===== src/rtl/alu_muldiv.sv =====
// Iterative RV32M multiply/divide unit beside the execute-stage ALU.
// Shift-add multiply and restoring divide, one bit per cycle.
module alu_muldiv #(
   parameter int WIDTH = 32,
   parameter int CNT_W = 6
) (
   input  logic             clk,
   input  logic             rst_n,
   input  logic             in_valid,
   output logic             in_ready,
   input  logic [2:0]       op,
   input  logic [WIDTH-1:0] alu_src1,
   input  logic [WIDTH-1:0] alu_src2,
   input  logic             kill,
   output logic             out_valid,
   output logic [WIDTH-1:0] result
);

   typedef enum logic [1:0] {IDLE, CALC, DONE} state_t;

   localparam logic [CNT_W-1:0] LAST = CNT_W'(WIDTH - 1);
   localparam logic [WIDTH-1:0] MIN_NEG = {1'b1, {(WIDTH-1){1'b0}}};

   state_t           state;
   logic [CNT_W-1:0] cnt;
   logic [2:0]       op_r;
   logic             s1neg;
   logic             s2neg;
   logic [WIDTH-1:0] a;
   logic [WIDTH-1:0] hi;
   logic [WIDTH-1:0] lo;

   logic             s1_sgn;
   logic             s2_sgn;
   logic             s1neg_in;
   logic             s2neg_in;
   logic [WIDTH-1:0] mag1;
   logic [WIDTH-1:0] mag2;
   logic             div0;
   logic             ovf;
   logic             special;
   logic [WIDTH-1:0] spec_res;

   assign in_ready = (state == IDLE) && rst_n;

   always_comb begin
      s1_sgn   = (op == 3'b001) || (op == 3'b010) ||
                 (op == 3'b100) || (op == 3'b110);
      s2_sgn   = (op == 3'b001) || (op == 3'b100) ||
                 (op == 3'b110);
      s1neg_in = s1_sgn && alu_src1[WIDTH-1];
      s2neg_in = s2_sgn && alu_src2[WIDTH-1];
      mag1     = s1neg_in ? -alu_src1 : alu_src1;
      mag2     = s2neg_in ? -alu_src2 : alu_src2;
      div0     = op[2] && (alu_src2 == '0);
      ovf      = op[2] && !op[0] && (alu_src1 == MIN_NEG) &&
                 (alu_src2 == '1);
      special  = div0 || ovf;
      spec_res = div0 ? (op[1] ? alu_src1 : '1)
                      : (op[1] ? '0 : MIN_NEG);
   end

   // hi:lo is the product accumulator, or remainder:quotient when dividing
   logic [WIDTH:0]     mul_sum;
   logic [WIDTH:0]     div_sh;
   logic [WIDTH:0]     div_diff;
   logic               div_ok;
   logic [WIDTH-1:0]   hi_n;
   logic [WIDTH-1:0]   lo_n;
   logic [2*WIDTH-1:0] prod_s;
   logic [WIDTH-1:0]   q_s;
   logic [WIDTH-1:0]   r_s;
   logic [WIDTH-1:0]   fin;

   always_comb begin
      mul_sum  = {1'b0, hi} + (lo[0] ? {1'b0, a} : '0);
      div_sh   = {hi, lo[WIDTH-1]};
      div_diff = div_sh - {1'b0, a};
      div_ok   = !div_diff[WIDTH];
      if (op_r[2]) begin
         hi_n = div_ok ? div_diff[WIDTH-1:0] : div_sh[WIDTH-1:0];
         lo_n = {lo[WIDTH-2:0], div_ok};
      end else begin
         hi_n = mul_sum[WIDTH:1];
         lo_n = {mul_sum[0], lo[WIDTH-1:1]};
      end
      prod_s = (s1neg ^ s2neg) ? -{hi_n, lo_n} : {hi_n, lo_n};
      q_s    = (s1neg ^ s2neg) ? -lo_n : lo_n;
      r_s    = s1neg ? -hi_n : hi_n;
      fin    = '0;
      unique case (op_r)
         3'b000:                 fin = prod_s[WIDTH-1:0];
         3'b001, 3'b010, 3'b011: fin = prod_s[2*WIDTH-1:WIDTH];
         3'b100, 3'b101:         fin = q_s;
         default:                fin = r_s;
      endcase
   end

   always_ff @(posedge clk) begin
      if (!rst_n) begin
         state     <= IDLE;
         cnt       <= '0;
         out_valid <= 1'b0;
         result    <= '0;
      end else begin
         out_valid <= 1'b0;
         if (kill) begin
            state <= IDLE;
            cnt   <= '0;
         end else begin
            unique case (state)
               IDLE: begin
                  if (in_valid) begin
                     op_r  <= op;
                     s1neg <= s1neg_in;
                     s2neg <= s2neg_in;
                     a     <= op[2] ? mag2 : mag1;
                     lo    <= op[2] ? mag1 : mag2;
                     hi    <= '0;
                     cnt   <= '0;
                     if (special) begin
                        result    <= spec_res;
                        out_valid <= 1'b1;
                        state     <= DONE;
                     end else begin
                        state <= CALC;
                     end
                  end
               end
               CALC: begin
                  hi  <= hi_n;
                  lo  <= lo_n;
                  cnt <= cnt + CNT_W'(1);
                  if (cnt == LAST) begin
                     result    <= fin;
                     out_valid <= 1'b1;
                     state     <= DONE;
                  end
               end
               DONE:    state <= IDLE;
               default: state <= IDLE;
            endcase
         end
      end
   end

endmodule


===== config.mk =====
export PLATFORM = sky130hd
export DESIGN_NAME = alu_muldiv
export DESIGN_NICKNAME = d
export VERILOG_FILES = /design/src/rtl/alu_muldiv.sv
export SDC_FILE = /design/constraint.sdc
export NUM_CORES = 1
export LEC_CHECK = 0
export CAP_MARGIN = 0
export CORE_MARGIN = 5
export CORE_UTILIZATION = 66
export CTS_CLUSTER_DIAMETER = 30
export CTS_CLUSTER_SIZE = 25
export DETAILED_ROUTE_END_ITERATION = 16
export PLACE_DENSITY = 0.85
export REMOVE_ABC_BUFFERS = 1
export SYNTH_ARGS = -nofsm -noshare
export SYNTH_HDL_FRONTEND = slang
export SYNTH_SLANG_ARGS = --single-unit

===== constraint.sdc =====
create_clock -name clk -period 11.97 [get_ports clk]
set_clock_uncertainty 0.1 [all_clocks]
set_input_delay 3.591 -clock clk [delete_from_list [all_inputs] [get_ports clk]]
set_output_delay 3.591 -clock clk [all_outputs]
set_load 0.02 [all_outputs]

==> run_results.csv <==
group,metric,value,unit
grt,grt.busiest_layer,"met2",
yosys,yosys-top-cells-count,"a21oi_1 (209), nor2_1 (189), nand2_1 (169)",
drt,drt_iter0_markers,1927,
yosys,synth_top_cell_by_area,"edfxtp_1",
yosys,syn_inst,2027,
yosys,synth_most_common_cell,"a21oi_1",
final_layout,diodes,0,
clock_network,cts_tree,"built",
clock_network,cts.sink_count,142,
flow_run,max_cap_viol_count,0,
floorplanning,initial_core_util,67.13,%
clock_network,htree_levels,4,
outcome,outcome,"finished clean",
setup_path,r2r_end,"result[22]",
yosys,synth-seq-cells,142,
sta,tightestPinTransition,1.078,ns
yosys,synth_edf_count,101,
floorplanning,die_area,0.02707,sq mm
setup_path,r2r.worst_path.cells,22,
clock_network,cts-root-buf,"clkbuf_16",
setup_path,end_kind,"output pin",
power_and_ir_drop,irDropWorstVdd,0.00009548,V
sta,fmax,107.0,MHz
placement,preCtsSetupSlack,2.701,ns
power_and_ir_drop,power_leakage,6.540,nW
clock_network,path_clk_slew,0.07,ns
yosys,ys_seq_area_share,24.46,%
yosys,synth_cell_type_count,99,
sta,rsz0062_at_grt,"no",
min_path,holdPathStages,2,
yosys,ys_async_sr_fraction,0,%
floorplanning,rows,56,
setup_path,crit_fanout,24,
min_path,hp-start,"cnt[2]",
yosys,ys.flop_type,"edfxtp_1",
grt,antenna_found_initial,0,
grt,grt_util_met3,7.337,%
floorplanning,core-area,0.02347,sq mm
drt,dr.pass1.iters,6,
setup_path,worstPathRequired,8.28,ns
drt,wl_per_cell,23.03,um
yosys,synth_area,0.01576,sq mm
setup_path,worstSetupPathType,"input port to output pin",
min_path,whs_endpoint,"cnt[2]",
yosys,yosys_warnings,0,
setup_path,r2r-start,"lo[31]",
yosys,syn_area_per_cell,7.774,sq um
final_layout,multi_input_area,0.01119,sq mm
drt,via_count,16801,
final_layout,regArea,0.003854,sq mm
floorplanning,die_w,164.5,um
final_layout,synthToLayoutAreaGrowth,11.01,%
sta,fin_crit_sh,78.05,%
sta,finalHoldViolCount,0,
min_path,hp-class,"flop to flop",
drt,drcViolationCount,0,
clock_network,clock_path_buffers,2,
power_and_ir_drop,powerDensity,93.81,mW/mm^2
setup_path,r2r_slack,4.68,ns
drt,ant_nets,0,
final_layout,num-fill-cells,1870,
sta,final-setup-viol-count,0,
clock_network,cts-resized-gates,0,
clock_network,hold_buffers,0,
clock_network,clock_latency,0.44,ns
final_layout,finalCoreUtilization,74.53,%
floorplanning,ioPinCount,105,
floorplanning,dieHeight,164.5,um
clock_network,postCtsSetupRepairBufs,0,
grt,grt_use_total,39.96,%
placement,numPortBuffers,104,
yosys,yosys.area.top_type_share,19.25,%
placement,routabilityCongestion,0.9777,
grt,overflow,0,
sta,period_minus_slack,9.343,ns
drt,wirelength,54.88,mm
yosys,synthTopCellsByArea,"edfxtp_1 (19%), a21oi_1 (6.6%), xor2_1 (5.6%), mux2i_1 (5.6%), ha_1 (5.6%)",
final_layout,layout.nets,2194,
setup_path,critPathLaunchType,"input port",
grt,met1_usage,52.42,%
final_layout,drive_above_1_share,5.572,%
sta,relSlewSlack,28.16,%
sta,slew_viol_final,0,
grt,grt_pass1_vias,15808,
grt,grt_start_max_net_pins,72,
grt,grt_pass1_wl,85.30,mm
grt,grt_use_met2,63.49,%
placement,dpl.hpwl,40.87,mm
clock_network,cts_inserted_buffers,17,
power_and_ir_drop,power.total,1.641,mW
setup_path,worstPathArrival,5.65,ns
drt,routed_via_density,7.050,
sta,fin_ws,2.628,ns
==> worst max-delay path, cell delays in order <==
cell and delay (ns):
clkdlybuf4s50_1 0.46, buf_4 0.31, inv_1 0.40, nor3_1 0.24
clkdlybuf4s50_1 0.64
==> worst max path at each step <==
stage	start	endpoint	slack [ns]	cells past startpoint
after floorplan	alu_src2[10]	result[29]	-1.48	14
after global placement	rst_n	in_ready	2.74	5
after CTS	rst_n	in_ready	2.68	5
after detailed placement	rst_n	in_ready	2.70	5
after global routing	rst_n	in_ready	2.59	5
final	rst_n	in_ready	2.63	5
==> metrics by stage <==
stage               instance area, sq um  hold slack, ns  cells  TNS (ns)
CTS                                17490          0.4070   2383         0
global placement                   16890          0.3789   2351         0
detailed placement                 16890          0.3880   2351         0
finish                             17490          0.4068   2383         0
global route                       17490          0.4326   2383         0
floorplan                          15250          0.3706   1906    -14.74
==> state kept, by name, summed over array words and instances, names as in the netlist <==
register   cells
op_r           3
hi            32
result        32
a             32
state          2
s2neg          1
out_valid      1
s1neg          1
lo            32
cnt            6
==> layout make-up <==
class,count,share of cell area (%)
Tap cell,319,2.282
Timing Repair Buffer,126,6.866
Clock buffer,22,2.897
Clock inverter,10,0.5507
Inverter,65,1.395
Sequential cell,142,22.03
Multi-Input combinational cell,1699,63.98
==> cells in the final DEF (no fill, tap or decap), types with 33 or more instances in the layout <==
| cell | count |
|---|---|
| a21oi_1 | 209 |
| nor2_1 | 186 |
| nand2_1 | 169 |
| o21ai_0 | 139 |
| clkdlybuf4s50_1 | 103 |
| xor2_1 | 101 |
| edfxtp_1 | 101 |
| mux2i_1 | 88 |
| xnor2_1 | 80 |
| ha_1 | 70 |
| inv_1 | 62 |
| and2_1 | 62 |
| nor3_1 | 56 |
| nand3_1 | 49 |
| dfxtp_1 | 41 |
| a31oi_1 | 39 |
| nand4_1 | 33 |
| a21o_1 | 33 |
| o211ai_1 | 33 |
==> kinds of logic after synthesis <==
logic type | Yosys count | synth area share (%)
compound gates | 655 | 26.94
mux | 98 | 6.305
xor+xnor | 182 | 10.12
buf+inv | 186 | 4.764
simple gates | 692 | 21.61
flops | 142 | 24.46
fa+ha+maj | 72 | 5.812
==> layer usage <==
layer	vias to the layer above	part of all wire [%]	routed length, um
met3	240	12	6689
met5	-	0	0
li1	7576	-	-
met1	7705	38	20680
met2	1280	45	24500
met4	0	5.5	3009
==> power by group <==
group	leakage [nW]	internal (mW)	switching [mW]
clock network	0.302	0.324	0.231
logic	4.97	0.189	0.325
registers	1.27	0.553	0.0185
Power figures use the tool's default switching activity.
